<file path="config.mk">
export PLATFORM = sky130hd
export DESIGN_NAME = fifo_rd_ctrl
export DESIGN_NICKNAME = d
export VERILOG_FILES = /design/src/rtl/fifo_rd_ctrl.sv
export SDC_FILE = /design/constraint.sdc
export NUM_CORES = 1
export LEC_CHECK = 0
export BUFFER_PORTS_ARGS = -buffer_cell sky130_fd_sc_hd__buf_2
export CAP_MARGIN = 20
export CORE_MARGIN = 2
export CORE_UTILIZATION = 34
export CTS_BUF_LIST = sky130_fd_sc_hd__clkbuf_4
export DETAILED_ROUTE_END_ITERATION = 10
export PLACE_DENSITY = 0.62
export SYNTH_ARGS = -nofsm -noshare
export SYNTH_HDL_FRONTEND = slang
export SYNTH_SLANG_ARGS = --single-unit
</file>
<file path="constraint.sdc">
create_clock -name i_clk -period 4.8 [get_ports i_clk]
set_input_delay 0.24 -clock i_clk [delete_from_list [all_inputs] [get_ports i_clk]]
set_output_delay 0.24 -clock i_clk [all_outputs]
set_load 0.005 [all_outputs]
</file>
<file path="src/rtl/fifo_rd_ctrl.sv">
// fifo_rd_ctrl: read-side controller of the async sample FIFO.
// Owns the binary/Gray read pointer, issues 1-cycle-latency RAM reads and
// presents first-word-fall-through data through a 2-entry skid buffer.
// Optional build macro FIFO_RD_LEVEL_EN adds o_level, a registered count of
// unread RAM words. Words already held in the skid buffer are not counted.
module fifo_rd_ctrl #(
  parameter int ADDR_WIDTH = 4,
  parameter int DATA_WIDTH = 16
) (
  input  logic                  i_clk,
  input  logic                  i_rst_n,
  input  logic [ADDR_WIDTH:0]   i_wptr_gray_sync,
  output logic [ADDR_WIDTH:0]   o_rptr_gray,
  output logic [ADDR_WIDTH-1:0] o_raddr,
  output logic                  o_ren,
  input  logic [DATA_WIDTH-1:0] i_rdata,
  output logic [DATA_WIDTH-1:0] o_data,
  output logic                  o_valid,
  input  logic                  i_ready,
  output logic                  o_empty
`ifdef FIFO_RD_LEVEL_EN
  ,
  output logic [ADDR_WIDTH:0]   o_level
`endif
);

  localparam int PW = ADDR_WIDTH + 1;

  // Pointer state.
  logic [PW-1:0] rbin;
  logic [PW-1:0] rbin_next;
  logic [PW-1:0] rgray_next;

  // Read issued last cycle; its data is on i_rdata this cycle.
  logic inflight;

  // Skid buffer: head drives o_data, spare catches a return while head is stalled.
  logic                  head_v, spare_v;
  logic [DATA_WIDTH-1:0] head_q, spare_q;
  logic                  head_v_n, spare_v_n;
  logic [DATA_WIDTH-1:0] head_n, spare_n;

  // Handshake and occupancy terms.
  logic       pop;
  logic [1:0] occ;
  logic [1:0] occ_after_pop;

  // A read may be issued only while at most one word is committed after this
  // cycle's pop, so the returning word always has a free slot.
  always_comb begin
    pop           = head_v & i_ready;
    occ           = {1'b0, inflight} + {1'b0, head_v} + {1'b0, spare_v};
    occ_after_pop = occ - {1'b0, pop};
    o_ren         = ~o_empty & (occ_after_pop < 2'd2);
  end

  // Next pointer and its Gray form; the Gray value is what crosses domains.
  always_comb begin
    rbin_next  = rbin + {{(PW-1){1'b0}}, o_ren};
    rgray_next = rbin_next ^ (rbin_next >> 1);
  end

  assign o_raddr = rbin[ADDR_WIDTH-1:0];

  // Pointer, Gray export and empty flag, all taken from the post-issue pointer.
  always_ff @(posedge i_clk or negedge i_rst_n) begin
    if (!i_rst_n) begin
      rbin        <= '0;
      o_rptr_gray <= '0;
      o_empty     <= 1'b1;
    end else begin
      rbin        <= rbin_next;
      o_rptr_gray <= rgray_next;
      o_empty     <= (rgray_next == i_wptr_gray_sync);
    end
  end

  // Track the single outstanding RAM read; reset discards it.
  always_ff @(posedge i_clk or negedge i_rst_n) begin
    if (!i_rst_n) inflight <= 1'b0;
    else          inflight <= o_ren;
  end

  // Skid next state: apply the pop first (spare shifts to head), then place
  // any returning word in the first free slot, preserving FIFO order.
  always_comb begin
    head_v_n  = head_v;
    spare_v_n = spare_v;
    head_n    = head_q;
    spare_n   = spare_q;
    if (pop) begin
      head_v_n  = spare_v;
      head_n    = spare_q;
      spare_v_n = 1'b0;
    end
    if (inflight) begin
      if (!head_v_n) begin
        head_v_n = 1'b1;
        head_n   = i_rdata;
      end else begin
        spare_v_n = 1'b1;
        spare_n   = i_rdata;
      end
    end
  end

  // Skid buffer registers.
  always_ff @(posedge i_clk or negedge i_rst_n) begin
    if (!i_rst_n) begin
      head_v  <= 1'b0;
      spare_v <= 1'b0;
      head_q  <= '0;
      spare_q <= '0;
    end else begin
      head_v  <= head_v_n;
      spare_v <= spare_v_n;
      head_q  <= head_n;
      spare_q <= spare_n;
    end
  end

  assign o_data  = head_q;
  assign o_valid = head_v;

`ifdef FIFO_RD_LEVEL_EN
  // Gray to binary: bit i is the XOR of all Gray bits at or above i.
  function automatic logic [PW-1:0] g2b(input logic [PW-1:0] g);
    logic [PW-1:0] b;
    b = '0;
    for (int i = 0; i < PW; i++) b[i] = ^(g >> i);
    return b;
  endfunction

  logic [PW-1:0] wbin_sync;
  assign wbin_sync = g2b(i_wptr_gray_sync);

  // Unread RAM words, modulo the pointer range.
  always_ff @(posedge i_clk or negedge i_rst_n) begin
    if (!i_rst_n) o_level <= '0;
    else          o_level <= wbin_sync - rbin_next;
  end
`endif

endmodule
</file>
# --- Word level (Yosys, flattened, before mapping) ---
# Index checks and enable logic that the tools add are counted.
# Widths: inputs -> output; s select.
op_classes:
  addsub: 4
  reduce_logical: 1
  muxes: 8
  bitwise_logic: 4
  eq_ne: 1
  magnitude_cmp: 1
ops:
  columns: ["cell", "n"]
  rows:
  - ["$mux 16", 3]
  - ["$add 5x1->5", 1]
  - ["$eq 5x5->1", 1]
  - ["$mux 1", 5]
  - ["$xor 5x4->5", 1]
  - ["$add 1x1->2", 1]
  - ["$add 2x1->2", 1]
  - ["$and 1x1->1", 2]
  - ["$lt 2x2->1 const B", 1]
  - ["$reduce_and 2->1", 1]
  - ["$sub 2x1->2", 1]
  - ["$not 1->1", 1]
word_totals:
  reg_bits: 46
  in_bits: 24
  out_inout_bits: 28
  word_cells: 27

# --- Depth between registers and ports, before layout ---
# Gate-level depths: netlist of the first run.
depth:
  word_depth: 8
  depth_mapped: 16
  depth_no_buf: 14

# --- Worst setup path after synthesis of the first run ---
# No wires, ideal clock.
synth_timing:
  path_kind: "register to register"
  start: "register head_v, in the netlist o_valid"
  end: "register o_empty"
  setup_ns: 0.088
  required_ns: 4.712
  arrival_ns: 3.474
  slack_ns: 1.239
  path_buffers: 2
  path_stages_with_launch: 17
  synth_period_minus_slack_ns: 3.561
  path_cell_list: "dfrtp_1 -> clkbuf_1 -> nand2_1 -> buf_4 -> inv_1 -> ha_1 -> inv_1 -> ha_1 -> a21oi_1 -> xnor2_1 -> nor2_1 -> ha_1 -> ha_1 -> xor2_2 -> xor2_1 -> or3_1 -> a221oi_2"
synth_via:
  elab_chain_len: 8
  word_cells_on_any_way: 9
  classes_between: "add/sub (4); order compare (1); eq/ne (1); bitwise (3)"
synth_rtl:
  columns: ["item", "line_no", "text"]
  rows:
  - ["start, declared", "38", "logic head_v, spare_v;"]
  - ["start signal, assigned", "115", "head_v <= head_v_n;"]
  - ["$add 1x1->2", "52", "occ = {1'b0, inflight} + {1'b0, head_v} + {1'b0, spare_v};"]
  - ["$add 2x1->2", "52", null]
  - ["$sub 2x1->2 (*)", "53", "occ_after_pop = occ - {1'b0, pop};"]
  - ["$lt 2x2->1 (*)", "54", "o_ren = ~o_empty & (occ_after_pop < 2'd2);"]
  - ["$and 1x1->1 (*)", "54", null]
  - ["via o_ren", "15", "output logic o_ren,"]
  - ["$add 5x1->5 (*)", "59", "rbin_next = rbin + {{(PW-1){1'b0}}, o_ren};"]
  - ["via rbin_next[2]", "31", "logic [PW-1:0] rbin_next;"]
  - ["$xor 5x4->5 (*)", "60", "rgray_next = rbin_next ^ (rbin_next >> 1);"]
  - ["$eq 5x5->1 (*)", "74", "o_empty <= (rgray_next == i_wptr_gray_sync);"]
  - ["end signal, assigned", "74", null]
  - ["end, declared", "20", "output logic o_empty"]
# The timed path passes the listed nets; every way through them passes the cells marked *.
# A chain may end at the register's enable or synchronous reset.

# --- Worst setup path in the final report of the first run ---
layout_timing:
  start: "register head_v, in the netlist o_valid"
  end: "register o_empty"
layout_via:
  elab_chain_len: 8
  word_cells_on_any_way: 9
  classes_between: "add/sub (4); order compare (1); eq/ne (1); bitwise (3)"
layout_rtl:
  columns: ["item", "line_no"]
  rows:
  - ["$add 1x1->2", "52"]
  - ["$add 2x1->2", "52"]
  - ["$sub 2x1->2 (*)", "53"]
  - ["$lt 2x2->1 (*)", "54"]
  - ["$and 1x1->1 (*)", "54"]
  - ["$add 5x1->5 (*)", "59"]
  - ["via rbin_next[2]", "31"]
  - ["$xor 5x4->5 (*)", "60"]
  - ["$eq 5x5->1 (*)", "74"]
# Marks and branches as above.

==> flow_metrics.py, run 1 <==
metrics = {
    "layout": {
        "final_core_utilization_pct": 43.1,
        "antenna_cells_inserted": 0,
        "area_delta_synth_final_pct": 21.4,
        "layout.area.seq_um2": 1130,
        "number_of_nets_in_the_final_layout": 239,
        "fill_cells": 555,
        "drive_above_1_share_pct": 39.6,
        "area_occupied_by_multi_input_gates_um2": 795,
    },
    "timing": {
        "final.min_clock_period_ns": 3.49,
        "timing.setup.tns_ns": 0,
        "setup_violations": 0,
        "finalHoldViolations": 0,
        "slew-limit-headroom_pct": 33.1,
        "max_slew_violations": 0,
        "fin_ws_ns": 1.31,
        "layout_skew_ns": 0.0197,
        "worst_pin_slew_ns": 1.00,
        "setup_repair_after_global_routing_missed_its_margin": "no",
        "min_period_over_period_pct": 72.8,
        "max_freq_mhz": 286,
    },
    "synthesis": {
        "synthesis.nets": 185,
        "postSynthAreaPerCell_um2": 12.5,
        "synth_async_sr_flop_share_pct": 100,
        "number_of_flip_flops_and_latches_in_the_synthesized_netlist": 45,
        "synth-edff-count": 0,
        "synth_area_leader_cell": "sky130_fd_sc_hd__dfrtp_1",
        "yosys_warnings": 0,
        "synth.lib_cells_used.distinct": 28,
        "syn-cell-area_um2": 1970,
        "yosysSeqAreaShare_pct": 57.3,
        "yosys_most_used_dff": "sky130_fd_sc_hd__dfrtp_1",
        "yosysTopAreaCellShare_pct": 55.9,
        "syn-instance-count": 157,
        "synthTopCellsByArea": "sky130_fd_sc_hd__dfrtp_1 (56%), sky130_fd_sc_hd__mux2_2 (9.2%), sky130_fd_sc_hd__mux2i_1 (8.1%)",
    },
    "cts": {
        "deepest_clock_path_buffer_count": 2,
        "clock_sinks": 45,
        "h-tree-depth": 2,
        "clock_tree_from_tritoncts": "done",
        "clkSlewWorstSetupHoldPaths_ns": 0.14,
        "cts-root-buf": "sky130_fd_sc_hd__clkbuf_4",
        "numCtsBuffers": 5,
        "post_cts_hold_buffer_count": 0,
        "postCtsSetupBuffers": 0,
        "worst_skew_pair.late_latency_ns": 0.36,
        "ctsResizeCount": 0,
    },
    "grt": {
        "grt_use_met2_pct": 19.3,
        "vias_in_the_first_global_route": 1269,
        "global_route_wire_length_before_repair_um": 5980,
        "grt_max_degree": 46,
        "grt_busiest_layer": "met2",
        "met1_usage_pct": 15.9,
        "antenna_found_initial": 0,
        "global_route.overflow_total": 0,
        "grt_use_total_pct": 12.5,
        "met3_use_gr_pct": 4.27,
    },
    "route": {
        "detail_route.first_pass.iterations": 4,
        "number_of_nets_still_failing_antenna_checks_after_routing": 0,
        "drt-wirelength-per-cell_um": 13.1,
        "overall_routed_net_length_um": 3730,
        "num_vias": 1279,
        "remaining_drc_errors": 0,
        "vias_per_cell": 4.50,
        "iter_0_drt_violations": 54,
    },
    "setup_path": {
        "worstSetupPathType": "reg2reg",
        "cp-start-kind": "flop",
        "critPathArrivalTime_ns": 3.76,
        "crit-reg2reg-launch": "o_valid",
        "rr_endpoint": "o_empty",
        "crit_path_start": "o_valid",
        "cp.required_ns": 5.06,
        "setup.worst_path.end_class": "flop",
        "r2r.worst_path.cells": 15,
        "reg2reg_slack_ns": 1.31,
        "crit_fanout": 18,
    },
    "floorplanning": {
        "fp.dieArea_um2": 6410,
        "chipHeight_um": 80.1,
        "start_util_pct": 35.5,
        "io-pin-count": 52,
        "core_area_um2": 5540,
        "floorplan.die.width_um": 80.1,
        "std_cell_rows": 27,
    },
    "place": {
        "routabilityCongestion": 0.759,
        "placement_stage_worst_setup_slack_ns": 1.30,
        "io_buffers": 51,
        "hpwlAfterDp_um": 2630,
    },
    "power": {
        "power.density_cell_area_nw_per_um2": 772,
        "maximum_ir_drop_on_the_vdd_rail_mv": 0.244,
        "static-leakage-power_nw": 1.17,
    },
    "flow_run": {
        "maxCapViolations": 0,
    },
    "hold_path": {
        "timing.hold.worst.class": "in2async",
    },
    "status": {
        "outcome": "completed",
    },
}
## layout make-up
cell class,count,area share [%]
timing repair buffer,53,11.3
inverter,6,0.943
sequential,45,47.2
multi-input combinational,100,33.3
tap,72,3.77
clock buffer,6,1.89
clock inverter,2,1.62
## state kept, by name (all words and copies together) (netlist names)
name	count
o_rptr_gray	5
inflight	1
o_empty	1
spare_q	16
rbin	4
spare_v	1
o_valid	1
o_data	16
## per-stage QoR
| step | instance area, um^2 | total power, mW | instances | hold slack, ns |
|---|---|---|---|---|
| 2_1_floorplan | 1970 | 1.35 | 157 | -0.0556 |
| 3_3_place_gp | 2300 | 1.62 | 276 | 0.460 |
| 3_5_place_dp | 2300 | 1.63 | 276 | 0.464 |
| 4_1_cts | 2390 | 1.88 | 284 | 0.0656 |
| 5_1_grt | 2390 | 2.01 | 284 | 0.0627 |
| 6_report | 2390 | 1.84 | 284 | 0.0424 |
## cell usage in the layout (no fill, tap or decap), types with 2 or more instances in the layout
cell | synthesis | final
sky130_fd_sc_hd__mux2_2 | 16 | 16
sky130_fd_sc_hd__buf_2 | 1 | 51
sky130_fd_sc_hd__xor2_1 | 5 | 5
sky130_fd_sc_hd__ha_1 | 4 | 4
sky130_fd_sc_hd__clkbuf_4 | 0 | 6
sky130_fd_sc_hd__o21ai_1 | 3 | 3
sky130_fd_sc_hd__nand2_1 | 21 | 21
sky130_fd_sc_hd__mux2i_1 | 16 | 16
sky130_fd_sc_hd__dfrtp_1 | 44 | 44
sky130_fd_sc_hd__buf_4 | 1 | 2
sky130_fd_sc_hd__inv_1 | 5 | 5
sky130_fd_sc_hd__nand3_1 | 3 | 3
sky130_fd_sc_hd__xnor2_1 | 6 | 6
sky130_fd_sc_hd__o21ai_0 | 13 | 13
## worst max-delay path by stage
stage / depth (start not counted) / slack, ns / end
floorplan: 16 / 1.24 / o_empty
global placement: 15 / 1.42 / o_empty
detailed placement: 15 / 1.30 / o_empty
CTS: 15 / 1.27 / o_empty
global route: 15 / 1.05 / o_empty
finish: 15 / 1.31 / o_empty
## cell families (layout without fill, tap and decap cells)
kind of cell	count (synthesis)	after routing	synth area share, %
AO/OA/AOI/OAI	20	20	5.72
XOR/XNOR	14	14	7.69
adder cells (fa/ha/maj)	4	4	2.54
buffers and inverters	12	67	2.54
flip-flops	45	45	57.3
multiplexers	32	32	17.3
AND/OR/NAND/NOR	30	30	6.93
## report_power, final
| part | switching, mW | internal (mW) | leakage, nW |
|---|---|---|---|
| clock network | 0.122 | 0.117 | 0.0459 |
| logic | 0.445 | 0.454 | 0.596 |
| registers | 0.115 | 0.593 | 0.529 |
## routing by layer
layer / up-vias / part of all wire (%)
li1: 635 / -
met1: 603 / 46
met2: 35 / 47
met3: 6 / 5.2
met4: 0 / 1.9
met5: - / 0
## synth_stat cells (2+ instances only)
master and instances:
sky130_fd_sc_hd__dfrtp_1 44, sky130_fd_sc_hd__nand2_1 21, sky130_fd_sc_hd__mux2_2 16, sky130_fd_sc_hd__mux2i_1 16, sky130_fd_sc_hd__o21ai_0 13, sky130_fd_sc_hd__xnor2_1 6, sky130_fd_sc_hd__inv_1 5, sky130_fd_sc_hd__xor2_1 5
sky130_fd_sc_hd__clkbuf_1 4, sky130_fd_sc_hd__ha_1 4, sky130_fd_sc_hd__nand3_1 3, sky130_fd_sc_hd__o21ai_1 3, sky130_fd_sc_hd__a21oi_1 2
## critical path: stages, from the launching register on
cell and delay (ns):
sky130_fd_sc_hd__dfrtp_1 0.46, sky130_fd_sc_hd__nand2_1 0.09, sky130_fd_sc_hd__buf_4 0.29, sky130_fd_sc_hd__inv_1 0.08, sky130_fd_sc_hd__ha_1 0.27, sky130_fd_sc_hd__inv_1 0.04, sky130_fd_sc_hd__ha_1 0.26, sky130_fd_sc_hd__a21oi_1 0.17
sky130_fd_sc_hd__xnor2_1 0.08, sky130_fd_sc_hd__nor2_1 0.15, sky130_fd_sc_hd__ha_1 0.22, sky130_fd_sc_hd__ha_1 0.28, sky130_fd_sc_hd__xor2_2 0.27, sky130_fd_sc_hd__xor2_1 0.12, sky130_fd_sc_hd__or3_1 0.37, sky130_fd_sc_hd__a221oi_2 0.25
No activity file was read; power rests on OpenSTA's default activity.
==> run 2: changes to the inputs <==
- clock period: 4.8 -> 3.59 ns (I/O delays scaled with it)
==> run 2 against run 1 <==
Register-to-register slack worse by 0.91 ns. Non-clock buffer count up 2. Die area did not move. Maximum frequency rose by 9.3%. Critical path type unchanged. Critical endpoint unchanged.
==> flow_metrics.py, run 2 (synthesis results as in run 1) <==
metrics = {
    "status": {
        "outcome": "completed",
    },
    "timing": {
        "timing.setup.tns_ns": 0,
        "min_period_over_period_pct": 89.0,
        "setup_violations": 0,
        "max_slew_violations": 0,
        "worst_pin_slew_ns": 0.864,
        "slew-limit-headroom_pct": 42.2,
        "layout_skew_ns": 0.00812,
        "finalHoldViolations": 0,
        "final.min_clock_period_ns": 3.20,
        "setup_repair_after_global_routing_missed_its_margin": "no",
        "max_freq_mhz": 313,
    },
    "setup_path": {
        "cp.required_ns": 3.87,
        "worstSetupPathType": "reg2reg",
        "cp-start-kind": "flop",
        "crit_path_start": "o_valid",
        "crit-reg2reg-launch": "o_valid",
        "critPathArrivalTime_ns": 3.48,
        "setup.worst_path.end_class": "flop",
        "crit_fanout": 6,
    },
    "flow_run": {
        "maxCapViolations": 0,
    },
    "layout": {
        "area_delta_synth_final_pct": 22.6,
        "commonest_non_fill_non_tap_cell_in_the_layout": "sky130_fd_sc_hd__buf_2",
        "most-common-layout-cells": "sky130_fd_sc_hd__buf_2 (51), sky130_fd_sc_hd__dfrtp_1 (44), sky130_fd_sc_hd__nand2_1 (21), sky130_fd_sc_hd__mux2i_1 (16), sky130_fd_sc_hd__mux2_2 (16)",
        "drive_above_1_share_pct": 39.3,
        "antenna_cells_inserted": 0,
        "final_core_utilization_pct": 43.6,
        "number_of_nets_in_the_final_layout": 241,
        "layout.area.seq_um2": 1130,
        "fill_cells": 558,
        "area_occupied_by_multi_input_gates_um2": 795,
        "post-route-cell-area_um2": 2410,
    },
    "cts": {
        "clock_tree_from_tritoncts": "done",
        "deepest_clock_path_buffer_count": 2,
        "numCtsBuffers": 5,
        "postCtsSetupBuffers": 0,
        "clkSlewWorstSetupHoldPaths_ns": 0.14,
        "ctsResizeCount": 0,
        "cts-root-buf": "sky130_fd_sc_hd__clkbuf_4",
        "h-tree-depth": 2,
        "post_cts_hold_buffer_count": 0,
        "worst_skew_pair.late_latency_ns": 0.35,
        "clock_sinks": 45,
    },
    "floorplanning": {
        "core_area_um2": 5540,
        "io-pin-count": 52,
        "floorplan.die.width_um": 80.1,
        "start_util_pct": 35.5,
        "fp.dieArea_um2": 6410,
        "std_cell_rows": 27,
        "chipHeight_um": 80.1,
    },
    "grt": {
        "grt_use_total_pct": 12.7,
        "global_route.overflow_total": 0,
        "global_route_wire_length_before_repair_um": 6110,
        "antenna_found_initial": 0,
        "vias_in_the_first_global_route": 1290,
        "grt_max_degree": 46,
    },
    "power": {
        "static-leakage-power_nw": 1.18,
        "net-switching-power_uw": 923,
        "power.sequential.fraction_pct": 38.0,
        "power.density_cell_area_nw_per_um2": 1020,
        "maximum_ir_drop_on_the_vdd_rail_mv": 0.383,
        "swShare_pct": 37.4,
        "power_frac_comb_pct": 49.3,
        "power.share.clock_pct": 12.7,
        "intPower_mw": 1.55,
    },
    "route": {
        "vias_per_cell": 4.61,
        "number_of_nets_still_failing_antenna_checks_after_routing": 0,
        "detail_route.first_pass.iterations": 4,
        "iter_0_drt_violations": 57,
        "drt-wirelength-per-cell_um": 13.0,
        "num_vias": 1318,
        "remaining_drc_errors": 0,
        "overall_routed_net_length_um": 3710,
    },
    "hold_path": {
        "timing.hold.worst.class": "in2reg",
        "hold_path_startpoint": "i_rdata[12]",
    },
    "place": {
        "placed_cell_area_um2": 2300,
        "hpwlAfterDp_um": 2580,
        "io_buffers": 51,
        "routabilityCongestion": 0.768,
    },
}
==> run 2: layout make-up <==
| class | instances | area share [%] |
|---|---|---|
| inverter | 6 | 0.933 |
| multi-input combinational | 100 | 32.9 |
| tap | 72 | 3.73 |
| timing repair buffer | 55 | 12.4 |
| clock buffer | 5 | 1.56 |
| clock inverter | 3 | 1.71 |
| sequential | 45 | 46.7 |
==> run 2: final timing paths <==
check | end | slack [ns] | cells after the start
min in group asynchronous | spare_q[9] | 0.20 | 2
worst max-delay path | o_empty | 0.39 | 14
worst min-delay path | o_data[12] | 0.03 | 3
worst max register to register | o_empty | 0.39 | 14
worst min register to register | spare_q[15] | 0.52 | 1
max in group asynchronous | o_empty | 2.86 | 3
==> run 2: per-stage QoR <==
step                power, mW  worst slack, ns  hold slack (ns)  cells
floorplan                1.80           0.0287           -0.116    157
global placement         2.17            0.543            0.401    276
detailed placement       2.20            0.422            0.407    276
CTS                      2.52            0.385          0.00656    284
global route             2.70            0.169           0.0144    286
finish                   2.47            0.394           0.0325    286
==> run 2: power groups by stage <==
stage | clock network, mW | registers [mW] | logic, mW
finish | 0.313 | 0.940 | 1.22
global route | 0.352 | 0.976 | 1.37
CTS | 0.328 | 0.944 | 1.25
detailed placement | 0 | 0.955 | 1.24
global placement | 0 | 0.951 | 1.22
floorplan | 0 | 0.943 | 0.859
==> run 2: metal layers <==
metal	vias to the layer above	GRT usage, %	wire, um
li1	645	-	-
met1	631	16.9	1650
met2	35	19.3	1790
met3	7	3.71	191
met4	0	5.76	72
met5	-	0	0
==> run 2: critical path: stages, from the launching register on <==
cell	delay (ns)
sky130_fd_sc_hd__dfrtp_1	0.46
sky130_fd_sc_hd__nand2_1	0.12
sky130_fd_sc_hd__inv_1	0.05
sky130_fd_sc_hd__ha_1	0.26
sky130_fd_sc_hd__inv_1	0.04
sky130_fd_sc_hd__ha_1	0.26
sky130_fd_sc_hd__a21oi_1	0.18
sky130_fd_sc_hd__xnor2_1	0.08
sky130_fd_sc_hd__nor2_1	0.18
sky130_fd_sc_hd__ha_1	0.23
sky130_fd_sc_hd__ha_1	0.27
sky130_fd_sc_hd__nand3_2	0.12
sky130_fd_sc_hd__xnor2_2	0.22
sky130_fd_sc_hd__or3b_1	0.39
sky130_fd_sc_hd__a221oi_2	0.26
==> run 3: changes to the inputs <==
- SETUP_SLACK_MARGIN: default -> 0.5
==> run 3 against run 2 <==
Utilization increased by 1.4 points. Power up 4.5%. Worst setup slack better by 0.30 ns. Maximum frequency grew 10%. Count of clock-buffer cells in the layout grew 1. Via count up 2.3%. Sequential share of layout area decreased by 1.4 points. Clock power down 24%. Wire length grew 1.5%. Critical endpoint unchanged. Largest power group unchanged. Highest routed layer unchanged.
==> flow_metrics.py, run 3 (synthesis results as in run 1) <==
metrics = {
    "layout": {
        "most-common-layout-cells": "sky130_fd_sc_hd__buf_2 (51), sky130_fd_sc_hd__dfrtp_1 (43), sky130_fd_sc_hd__nand2_1 (20), sky130_fd_sc_hd__mux2i_1 (16), sky130_fd_sc_hd__mux2_2 (16)",
        "final_core_utilization_pct": 45.0,
        "drive_above_1_share_pct": 44.9,
        "commonest_non_fill_non_tap_cell_in_the_layout": "sky130_fd_sc_hd__buf_2",
        "post-route-cell-area_um2": 2490,
        "antenna_cells_inserted": 0,
        "area_delta_synth_final_pct": 26.6,
        "number_of_nets_in_the_final_layout": 243,
    },
    "grt": {
        "antenna_found_initial": 0,
        "vias_in_the_first_global_route": 1278,
        "grt_use_total_pct": 12.7,
        "global_route.overflow_total": 0,
        "grt_max_degree": 46,
        "global_route_wire_length_before_repair_um": 6090,
    },
    "timing": {
        "slew-limit-headroom_pct": 41.1,
        "max_freq_mhz": 346,
        "layout_skew_ns": 0.0174,
        "setup_repair_after_global_routing_missed_its_margin": "no",
        "finalHoldViolations": 0,
        "setup_violations": 0,
        "timing.setup.tns_ns": 0,
        "final.hold.worst_slack_ns": 0.0310,
        "final.min_clock_period_ns": 2.89,
        "max_slew_violations": 0,
        "worst_pin_slew_ns": 0.881,
        "min_period_over_period_pct": 80.6,
    },
    "setup_path": {
        "critPathArrivalTime_ns": 3.16,
        "cp.required_ns": 3.85,
        "cp-start-kind": "flop",
        "reg2reg_slack_ns": 0.70,
        "crit_fanout": 6,
        "worstSetupPathType": "reg2reg",
        "setup.worst_path.end_class": "flop",
    },
    "route": {
        "iter_0_drt_violations": 21,
        "routed-wl-met2_um": 1560,
        "remaining_drc_errors": 0,
        "drt-wirelength-per-cell_um": 13.1,
        "detail_route.first_pass.iterations": 3,
        "met3RoutedLength_um": 368,
        "vias_per_cell": 4.68,
        "routedLengthMet1_um": 1790,
        "number_of_nets_still_failing_antenna_checks_after_routing": 0,
        "overall_routed_net_length_um": 3760,
        "num_vias": 1348,
        "highest-signal-layer": "met4",
    },
    "power": {
        "power.density_cell_area_nw_per_um2": 1040,
        "power.total_mw": 2.58,
        "maximum_ir_drop_on_the_vdd_rail_mv": 0.693,
        "static-leakage-power_nw": 1.18,
    },
    "cts": {
        "deepest_clock_path_buffer_count": 2,
        "h-tree-depth": 2,
        "cts-root-buf": "sky130_fd_sc_hd__clkbuf_4",
        "worst_skew_pair.late_latency_ns": 0.35,
        "clkSlewWorstSetupHoldPaths_ns": 0.14,
        "clock_sinks": 45,
        "numCtsBuffers": 5,
        "clock_tree_from_tritoncts": "done",
    },
    "place": {
        "io_buffers": 51,
        "placed_cell_area_um2": 2370,
        "hpwlAfterDp_um": 2580,
        "routabilityCongestion": 0.775,
    },
    "status": {
        "outcome": "completed",
    },
    "floorplanning": {
        "std_cell_rows": 27,
        "floorplan.die.width_um": 80.1,
        "fp.dieArea_um2": 6410,
        "io-pin-count": 52,
        "start_util_pct": 35.5,
        "core_area_um2": 5540,
        "chipHeight_um": 80.1,
    },
    "hold_path": {
        "timing.hold.worst.class": "in2reg",
    },
    "flow_run": {
        "maxCapViolations": 0,
    },
}
[run 3: layout make-up]
type,instances,area (um^2)
well taps,72,90.1
fillers,559,3050
clock buffers,6,45.0
flip-flops and latches,45,1130
inverters,6,25.0
clock inverters,2,10.0
repair buffers,57,315
multi-input cells,100,878
[run 3: path summary, 6_finish.rpt]
path                            startpoint    endpoint  cells past startpoint
worst max-delay path               o_valid     o_empty                     14
worst min-delay path            i_rdata[2]   o_data[2]                      3
worst max register to register     o_valid     o_empty                     14
worst min register to register    inflight     o_valid                      1
max in group asynchronous          i_rst_n     o_empty                      3
min in group asynchronous          i_rst_n  spare_q[2]                      2
[run 3: what timing repair did]
| item | 4_1_cts | 5_1_grt |
|---|---|---|
| buffers inserted | 1 | 2 |
| endpoints found under the setup margin | 1 | 1 |
| endpoints found under the hold margin | 5 | 0 |
| hold buffers | 1 | 0 |
| gates resized for setup | 1 | 2 |
| pin swaps | 1 | 2 |
[run 3: per-stage QoR]
step                worst slack [ns]  cells
CTS                            0.565    285
finish                         0.696    288
global route                   0.524    288
floorplan                      0.462    157
detailed placement             0.393    275
global placement               0.462    275
[run 3: metal layers]
layer,up-vias,track usage (%)
li1,656,-
met1,637,16.4
met2,46,18.7
met3,9,5.28
met4,0,5.08
met5,-,0
[run 3: critical path, cell delays in order, from the launching register on]
cell and delay, ns:
sky130_fd_sc_hd__dfrtp_2 0.49, sky130_fd_sc_hd__nand2_8 0.10, sky130_fd_sc_hd__inv_4 0.03, sky130_fd_sc_hd__ha_4 0.24, sky130_fd_sc_hd__inv_2 0.04, sky130_fd_sc_hd__ha_4 0.22
sky130_fd_sc_hd__a21oi_2 0.12, sky130_fd_sc_hd__xnor2_1 0.09, sky130_fd_sc_hd__nor2_2 0.19, sky130_fd_sc_hd__ha_4 0.18, sky130_fd_sc_hd__ha_4 0.17, sky130_fd_sc_hd__xor2_4 0.21
sky130_fd_sc_hd__xor2_1 0.10, sky130_fd_sc_hd__or3_1 0.37, sky130_fd_sc_hd__a221oi_2 0.24
[run 3: report_power, final]
part	switching (mW)	internal, mW
Clock	0.156	0.0824
Sequential	0.169	0.794
Combinational	0.642	0.740
